**config.mk**
```make
export PLATFORM = sky130hd
export DESIGN_NAME = req_rsp_loopback_bridge
export DESIGN_NICKNAME = d
export VERILOG_FILES = /design/src/rtl/req_rsp_pkg.sv /design/src/rtl/req_rsp_loopback_bridge_fifo.sv /design/src/rtl/req_rsp_loopback_bridge.sv
export SDC_FILE = /design/constraint.sdc
export NUM_CORES = 1
export LEC_CHECK = 0
export BUFFER_PORTS_ARGS = -buffer_cell sky130_fd_sc_hd__clkbuf_2
export CORE_ASPECT_RATIO = 0.8
export CORE_UTILIZATION = 45
export DETAILED_ROUTE_END_ITERATION = 8
export GPL_TIMING_DRIVEN = 0
export HOLD_SLACK_MARGIN = 0.15
export PLACE_DENSITY_LB_ADDON = 0.15
export SLEW_MARGIN = 40
export SYNTH_ARGS = -nofsm -noshare
export SYNTH_HDL_FRONTEND = slang
export SYNTH_SLANG_ARGS = --single-unit
```
**constraint.sdc**
```tcl
create_clock -name clock -period 4.5 [get_ports clock]
set_input_delay 0.675 -clock clock [delete_from_list [all_inputs] [get_ports clock]]
set_output_delay 0.675 -clock clock [all_outputs]
set_load 0.05 [all_outputs]
```
**src/rtl/req_rsp_pkg.sv**
```systemverilog
// Shared widths and default constants for the request/response loopback bridge.
package req_rsp_pkg;

  localparam int DATA_WIDTH_DEFAULT      = 32;
  localparam int COUNT_WIDTH             = 16;
  localparam int NUM_REQ_DEFAULT         = 16;
  localparam int FIFO_DEPTH_DEFAULT      = 4;
  localparam int MAX_OUTSTANDING_DEFAULT = 4;

  typedef logic [COUNT_WIDTH-1:0] count_t;

endpackage

```
**src/rtl/req_rsp_loopback_bridge_fifo.sv**
```systemverilog
// Synchronous response FIFO; pointers carry one extra wrap bit to tell full from empty.
module rsp_fifo #(
  parameter int WIDTH = 32,
  parameter int DEPTH = 4
) (
  input  logic             clock,
  input  logic             reset,
  input  logic             push,
  input  logic [WIDTH-1:0] push_data,
  input  logic             pop,
  output logic [WIDTH-1:0] pop_data,
  output logic             full,
  output logic             empty
);

  localparam int AW = $clog2(DEPTH);

  logic [WIDTH-1:0] mem [DEPTH];
  logic [AW:0]      wr_ptr;
  logic [AW:0]      rd_ptr;
  logic             push_ok;
  logic             pop_ok;

  assign full     = (wr_ptr[AW] != rd_ptr[AW]) && (wr_ptr[AW-1:0] == rd_ptr[AW-1:0]);
  assign empty    = (wr_ptr == rd_ptr);
  assign push_ok  = push && !full;
  assign pop_ok   = pop && !empty;
  assign pop_data = mem[rd_ptr[AW-1:0]];

  always_ff @(posedge clock or posedge reset) begin
    if (reset) begin
      wr_ptr <= '0;
      rd_ptr <= '0;
    end else begin
      if (push_ok) wr_ptr <= wr_ptr + 1'b1;
      if (pop_ok)  rd_ptr <= rd_ptr + 1'b1;
    end
  end

  // Storage needs no reset: the pointers alone define what is valid.
  always_ff @(posedge clock) begin
    if (push_ok) mem[wr_ptr[AW-1:0]] <= push_data;
  end

endmodule

```
**src/rtl/req_rsp_loopback_bridge.sv**
```systemverilog
// Traffic endpoint: issues SEED+n requests, checks echoed responses in order, reports status.
module req_rsp_loopback_bridge
  import req_rsp_pkg::*;
#(
  parameter int                    DATA_WIDTH      = DATA_WIDTH_DEFAULT,
  parameter logic [DATA_WIDTH-1:0] SEED            = '0,
  parameter int                    NUM_REQ         = NUM_REQ_DEFAULT,
  parameter int                    FIFO_DEPTH      = FIFO_DEPTH_DEFAULT,
  parameter int                    MAX_OUTSTANDING = MAX_OUTSTANDING_DEFAULT
) (
  input  logic                  clock,
  input  logic                  reset,
  output logic                  req_valid,
  input  logic                  req_ready,
  output logic [DATA_WIDTH-1:0] req_data,
  input  logic                  rsp_valid,
  output logic                  rsp_ready,
  input  logic [DATA_WIDTH-1:0] rsp_data,
  output logic                  done,
  output logic                  error,
  output logic [COUNT_WIDTH-1:0] rsp_count
);

  localparam count_t NUM_REQ_C = count_t'(NUM_REQ);
  localparam count_t MAX_OUT_C = count_t'(MAX_OUTSTANDING);

  logic                  run;
  count_t                issued;
  count_t                checked;
  count_t                outstanding;
  logic                  error_q;
  logic                  done_q;
  logic                  req_fire;
  logic                  push;
  logic                  pop;
  logic                  fifo_full;
  logic                  fifo_empty;
  logic [DATA_WIDTH-1:0] fifo_data;

  // Handshake outputs depend only on registered state so a direct loopback has no comb loop.
  assign req_valid = run && (issued < NUM_REQ_C) && (outstanding < MAX_OUT_C);
  assign req_data  = run ? SEED + DATA_WIDTH'(issued) : '0;
  assign rsp_ready = run && !fifo_full;
  assign req_fire  = req_valid && req_ready;
  assign push      = rsp_valid && rsp_ready;
  assign pop       = !fifo_empty;
  assign done      = done_q;
  assign error     = error_q;
  assign rsp_count = checked;

  rsp_fifo #(
    .WIDTH (DATA_WIDTH),
    .DEPTH (FIFO_DEPTH)
  ) u_rsp_fifo (
    .clock     (clock),
    .reset     (reset),
    .push      (push),
    .push_data (rsp_data),
    .pop       (pop),
    .pop_data  (fifo_data),
    .full      (fifo_full),
    .empty     (fifo_empty)
  );

  always_ff @(posedge clock or posedge reset) begin
    if (reset) begin
      run         <= 1'b0;
      issued      <= '0;
      checked     <= '0;
      outstanding <= '0;
      error_q     <= 1'b0;
      done_q      <= 1'b0;
    end else begin
      run <= 1'b1;
      if (req_fire) issued <= issued + count_t'(1);
      if (pop) begin
        checked <= checked + count_t'(1);
        if (fifo_data != SEED + DATA_WIDTH'(checked)) error_q <= 1'b1;
      end
      // A same-edge request transfer makes a loopback echo legitimate, not unsolicited.
      if (push && (((outstanding == '0) && !req_fire) || done_q)) error_q <= 1'b1;
      case ({req_fire, pop})
        2'b10:   outstanding <= outstanding + count_t'(1);
        2'b01:   if (outstanding != '0) outstanding <= outstanding - count_t'(1);
        default: outstanding <= outstanding;
      endcase
      if (checked == NUM_REQ_C) done_q <= 1'b1;
    end
  end

endmodule

```
# == Word-level counts from Yosys, hierarchy flattened ==
# Memories as Yosys holds them, arrays and structs flattened.
# Cells that the tools add are included.
# op_classes
n_eq_ne,9
bitwise_logic,0
n_addsub,6
n_div,0
muxes,8
shifts,0
n_reduce_logical,19
order_cmp,2
multipliers,0
# ops
cell,n
"adder 16 x 1 -> 16 bit, second input constant",3
2-to-1 mux 16 bit,2
!= test 32 x 16 -> 1 bit,1
case mux 16 bit (2 select lines),1
"equality test 16 x 5 -> 1 bit, second input constant",1
zero test 16 bit,1
"< comparator 16 x 3 -> 1 bit, second input constant",1
"< comparator 16 x 5 -> 1 bit, second input constant",1
nonzero test 16 bit,1
"subtractor 16 x 1 -> 16 bit, second input constant",1
logical AND 1 bit,9
"adder 3 x 1 -> 3 bit, second input constant",2
2-to-1 mux 1 bit,5
AND reduction 2 bit,2
nonzero test 2 bit,2
equality test 3 bit,1
zero test 1 bit,3
"equality test 2 x 1 -> 1 bit, second input constant",1
equality test 2 bit,1
"equality test 2 bit, second input constant",1
"!= test 2 x 1 -> 1 bit, second input constant",1
"!= test 2 bit, second input constant",1
logical OR 1 bit,1
!= test 1 bit,1
# word_totals
latchBits,0
output_inout_bits,52
ramBits,128
romBits,0
word_cells,53
n_memories,1
regBits,57
# memory_table
name,words,word_bits,rd,rd_clocked_by_memory_dff,write_ports,line,text
u_rsp_fifo.mem,4,32,1,0,1,req_rsp_loopback_bridge_fifo.sv:18,logic [WIDTH-1:0] mem [DEPTH];

# == Depth between registers and ports, before layout ==
# depth
ltp_word,10
ltp_mapped,14
mapped_depth_nobuf,14

# == By module ==
# Synthesis repeated with hierarchy kept, for this count alone.
# hier_totals
cells_unflattened,584
hier_area_um2,8521.9
# modules_own_cells
module,seq_area_each_um2,area_each_um2,cells_each,instances
rsp_fifo,3993.8,5139.9,217,1
req_rsp_loopback_bridge,1276.2,3382.0,367,1

# == Least setup slack after synthesis ==
# Ideal clock, no wire load.
# synth_path
kind,flip-flop to flip-flop
from,register outstanding[11]
to,register outstanding[13]
synth_period_minus_slack_ns,3.492
path_buffers,0
t_required_ns,4.375
stages_incl_launch_ff,15
setup_slack_ns,1.008
arrival_ns,3.367
setup_ns,0.125
path_cell_list,dfrtp_1 nor4_1 nand4_1 nor4_4 inv_1 nand2_1 inv_1 ha_1 a21oi_1 nor2_1 o41a_1 o21ai_0 a21oi_1 xor2_1 mux2_2
# synth_between
elab_chain_cells,6
# synth_rtl
item,line,text
from (decl),req_rsp_loopback_bridge.sv:30,count_t outstanding;
from (signal assigned),req_rsp_loopback_bridge.sv:83,2'b10: outstanding <= outstanding + count_t'(1);
from (signal assigned),req_rsp_loopback_bridge.sv:84,2'b01: if (outstanding != '0) outstanding <= outstanding - count_t'(1);
from (signal assigned),req_rsp_loopback_bridge.sv:85,default: outstanding <= outstanding;
< comparator 16 x 3 -> 1 bit,req_rsp_loopback_bridge.sv:41,assign req_valid = run && (issued < NUM_REQ_C) && (outstanding < MAX_OUT_C);
logical AND 1 bit,req_rsp_loopback_bridge.sv:41,
logical AND 1 bit,req_rsp_loopback_bridge.sv:44,assign req_fire = req_valid && req_ready;
equality test 2 x 1 -> 1 bit or equality test 2 bit (tied branches),req_rsp_loopback_bridge.sv:82,"case ({req_fire, pop})"
!= test 2 bit (no source line) or nonzero test 2 bit (tied branches),-,
AND reduction 2 bit (no source line),-,
# Several ways; a longest one is shown, not always the timed one. The select of a mux whose other input is x is not followed.
# A chain may end at the register's enable or synchronous reset.

# == Worst setup path in the final report ==
# layout_path
from,register outstanding[11]
to,register outstanding[14]
# Same word-level chain as after synthesis.

==> impl_metrics.yaml <==
layout:
  diodes: 0
  nets: 705
  syn2layout_area_growth_pct: 18.33
  drive_gt1_frac: 0.2489
outcome:
  status: "finished clean"
placement:
  numPortBuffers: 71
  dp_hpwl_um: 10720
  place_congestion: 0.8086
synth:
  synthArstFlopShare: 0.3081
  synth_warnings: 0
  synth_area_mm2: 0.007939
  ys_seq_area_frac: 0.6638
  synth_ff_type: "edfxtp_1"
  synth_edf_count: 128
  yosysUniqueCellTypes: 56
  synth_seq_cells: 185
  syn_inst: 534
  avgSynthCellArea_um2: 14.87
drt:
  drc: 0
  route.vias.total: 4606
  drt-initial-drc-count: 195
  wirelength_um: 14970
  first_pass_iters: 5
  via_per_inst: 5.210
  antenna_left: 0
  wl_per_cell_um: 16.94
sta:
  max_freq_mhz: 244.3
  period_share: 0.9097
  holdWs_ps: 468.7
  finClkSkew_ps: 9.240
  drv_slew: 0
  setup-violations-final: 0
  relSlewSlack: 0.5970
  hold_viol: 0
  tns_ps: 0
  rsz0062_at_grt: "false"
  fin_crit_ps: 4094
  worstMarginPinSlew_ps: 604.4
floorplan:
  ios: 88
  die_h_um: 120.8
  rows: 43
  dieArea_mm2: 0.01818
  die_x_um: 150.5
  initial_core_util: 0.4583
  coreArea_mm2: 0.01732
critical_path:
  critical_path_class: "reg2reg"
  start_kind: "flip-flop"
  crit_arrival_ps: 4420
  rrSetupSlack_ps: 410
  required_ps: 4820
  end_kind: "flip-flop"
  path_max_fanout: 15
cts:
  htree_num_levels: 4
  tritoncts: "built"
  cts.sinks: 185
  clk_path_buf_depth: 2
  clk_latency_ps: 430
  clk_pin_slew_ps: 80
  clockRootBuffer: "clkbuf_16"
  cts_made_buffers: 17
global_route:
  grtUsageTotal: 0.1767
  grt_pass1_vias: 4504
  grt_pass1_wl_um: 23440
  antenna_found_initial: 0
  grt_max_degree: 43
  grt.overflow.total: 0
pwr:
  irDropWorstVdd_uv: 377.8
  p_leak_nw: 3.693
  power_density_mw_per_mm2: 710.1
run:
  cap_violations: 0
min_path:
  min_path_type: "in2reg"
## worst max-delay path, cell delays in order, from the launching register on
cell and delay (ps):
dfrtp_1 420, nor4_1 350, nand4_1 310, nor4_4 340, inv_1 100, nand2_1 110, inv_1 280, ha_1 450
nor2b_1 140, o21ai_0 100, a21boi_0 480, o2111ai_1 350, nand2_1 120, o21ai_0 110, o41ai_2 320
## metal layers
layer	part of all wire	up-vias	track usage	wire [um]
met2	0.46	99	0.2699	6864
li1	-	2197	-	-
met4	0.0086	0	0.04672	129
met1	0.50	2300	0.2496	7448
met5	0	-	0	0
met3	0.035	10	0.04717	531
## through the flow
step	setup WS [ps]	total power, mW	util	std cells	area (um^2)
after floorplan	1008	4.554	-	549	7995
after global placement	225.6	5.081	0.4983	845	8632
after detailed placement	182.0	5.206	0.5048	849	8746
after CTS	138.2	6.719	0.5414	882	9379
after global routing	41.53	7.112	0.5423	884	9394
final	406.3	6.671	0.5423	884	9394
## cell usage after synthesis (all sizes together) (3+ instances only)
| master | instances | area [um^2] |
|---|---|---|
| o21ai | 21 | 112.6 |
| nand3 | 5 | 25.02 |
| nor3 | 9 | 50.05 |
| mux4 | 16 | 364.1 |
| clkbuf | 14 | 52.55 |
| dfrtp | 57 | 1426 |
| o21a | 4 | 30.03 |
| a21o | 6 | 45.04 |
| and3 | 9 | 57.56 |
| nand2 | 34 | 127.6 |
| edfxtp | 128 | 3844 |
| nor3b | 3 | 22.52 |
| nand4 | 10 | 62.56 |
| a31oi | 3 | 18.77 |
| xor2 | 26 | 227.7 |
| inv | 10 | 37.54 |
| nor2 | 19 | 87.58 |
| ha | 22 | 275.3 |
| nor4b | 4 | 41.29 |
| a21oi | 9 | 45.04 |
| xnor2 | 26 | 227.7 |
| nand2b | 3 | 18.77 |
| and2 | 20 | 125.1 |
| nor2b | 5 | 31.28 |
| buf | 22 | 168.9 |
| nor4 | 24 | 165.2 |
## final timing paths
check | startpoint | endpoint | cells past startpoint
worst max-delay path | outstanding[11] | outstanding[14] | 14
worst min-delay path | rsp_data[17] | u_rsp_fifo.mem[0][17] | 1
worst max register to register | outstanding[11] | outstanding[14] | 14
worst min register to register | issued[13] | issued[13] | 1
max in group asynchronous | reset | u_rsp_fifo.wr_ptr[2] | 4
min in group asynchronous | reset | done | 3
## cell families after synthesis
family | synth area share
multiplexers | 0.05122
adder cells (fa/ha/maj) | 0.03719
AO/OA/AOI/OAI | 0.05075
XOR/XNOR | 0.05737
AND/OR/NAND/NOR | 0.1061
other | 0.0009460
flip-flops | 0.6638
buffers and inverters | 0.03262
## power breakdown
group / internal [mW] / switching, mW / total [mW]
clock network: 0.805 / 0.706 / 1.51
registers: 2.15 / 0.214 / 2.37
logic: 1.19 / 1.60 / 2.79
total: 4.15 / 2.52 / 6.67
## what timing repair did
| item | in CTS | in global routing |
|---|---|---|
| hold endpoints to repair | 13 | 0 |
| setup endpoints to repair | 0 | 5 |
| buffers inserted | 0 | 2 |
| gates resized for setup | 0 | 0 |
| hold buffers | 1 | 0 |
## cell usage in the layout (no fill, tap or decap), types with 8 or more instances in the layout
cell / instances
xnor2_1: 26
nor4_1: 23
a21oi_1: 9
clkbuf_16: 17
inv_1: 9
nand2_1: 34
nor2_1: 18
nor3_1: 8
and2_1: 20
nand4_1: 10
dfrtp_1: 57
xor2_1: 26
o21ai_0: 18
conb_1: 17
clkbuf_2: 71
edfxtp_1: 128
buf_4: 18
ha_1: 22
clkbuf_1: 14
mux4_2: 15
## layout make-up
class                           instances  area, um^2
Fill cell                            1421        7930
Clock inverter                         15       197.7
Sequential cell                       185        5270
Tap cell                              225       281.5
Clock buffer                           17       425.4
Multi-Input combinational cell        318        2475
Inverter                               10       40.04
Timing Repair Buffer                   78       483.0
Buffer                                 36       221.5
## state kept, by name (all words and copies together), names as in the netlist
signal	flops
u_rsp_fifo.rd_ptr	3
u_rsp_fifo.wr_ptr	3
outstanding	16
done	1
issued	16
error	1
u_rsp_fifo.mem	128
rsp_count	16
run	1
(Power assumes the default switching activity.)
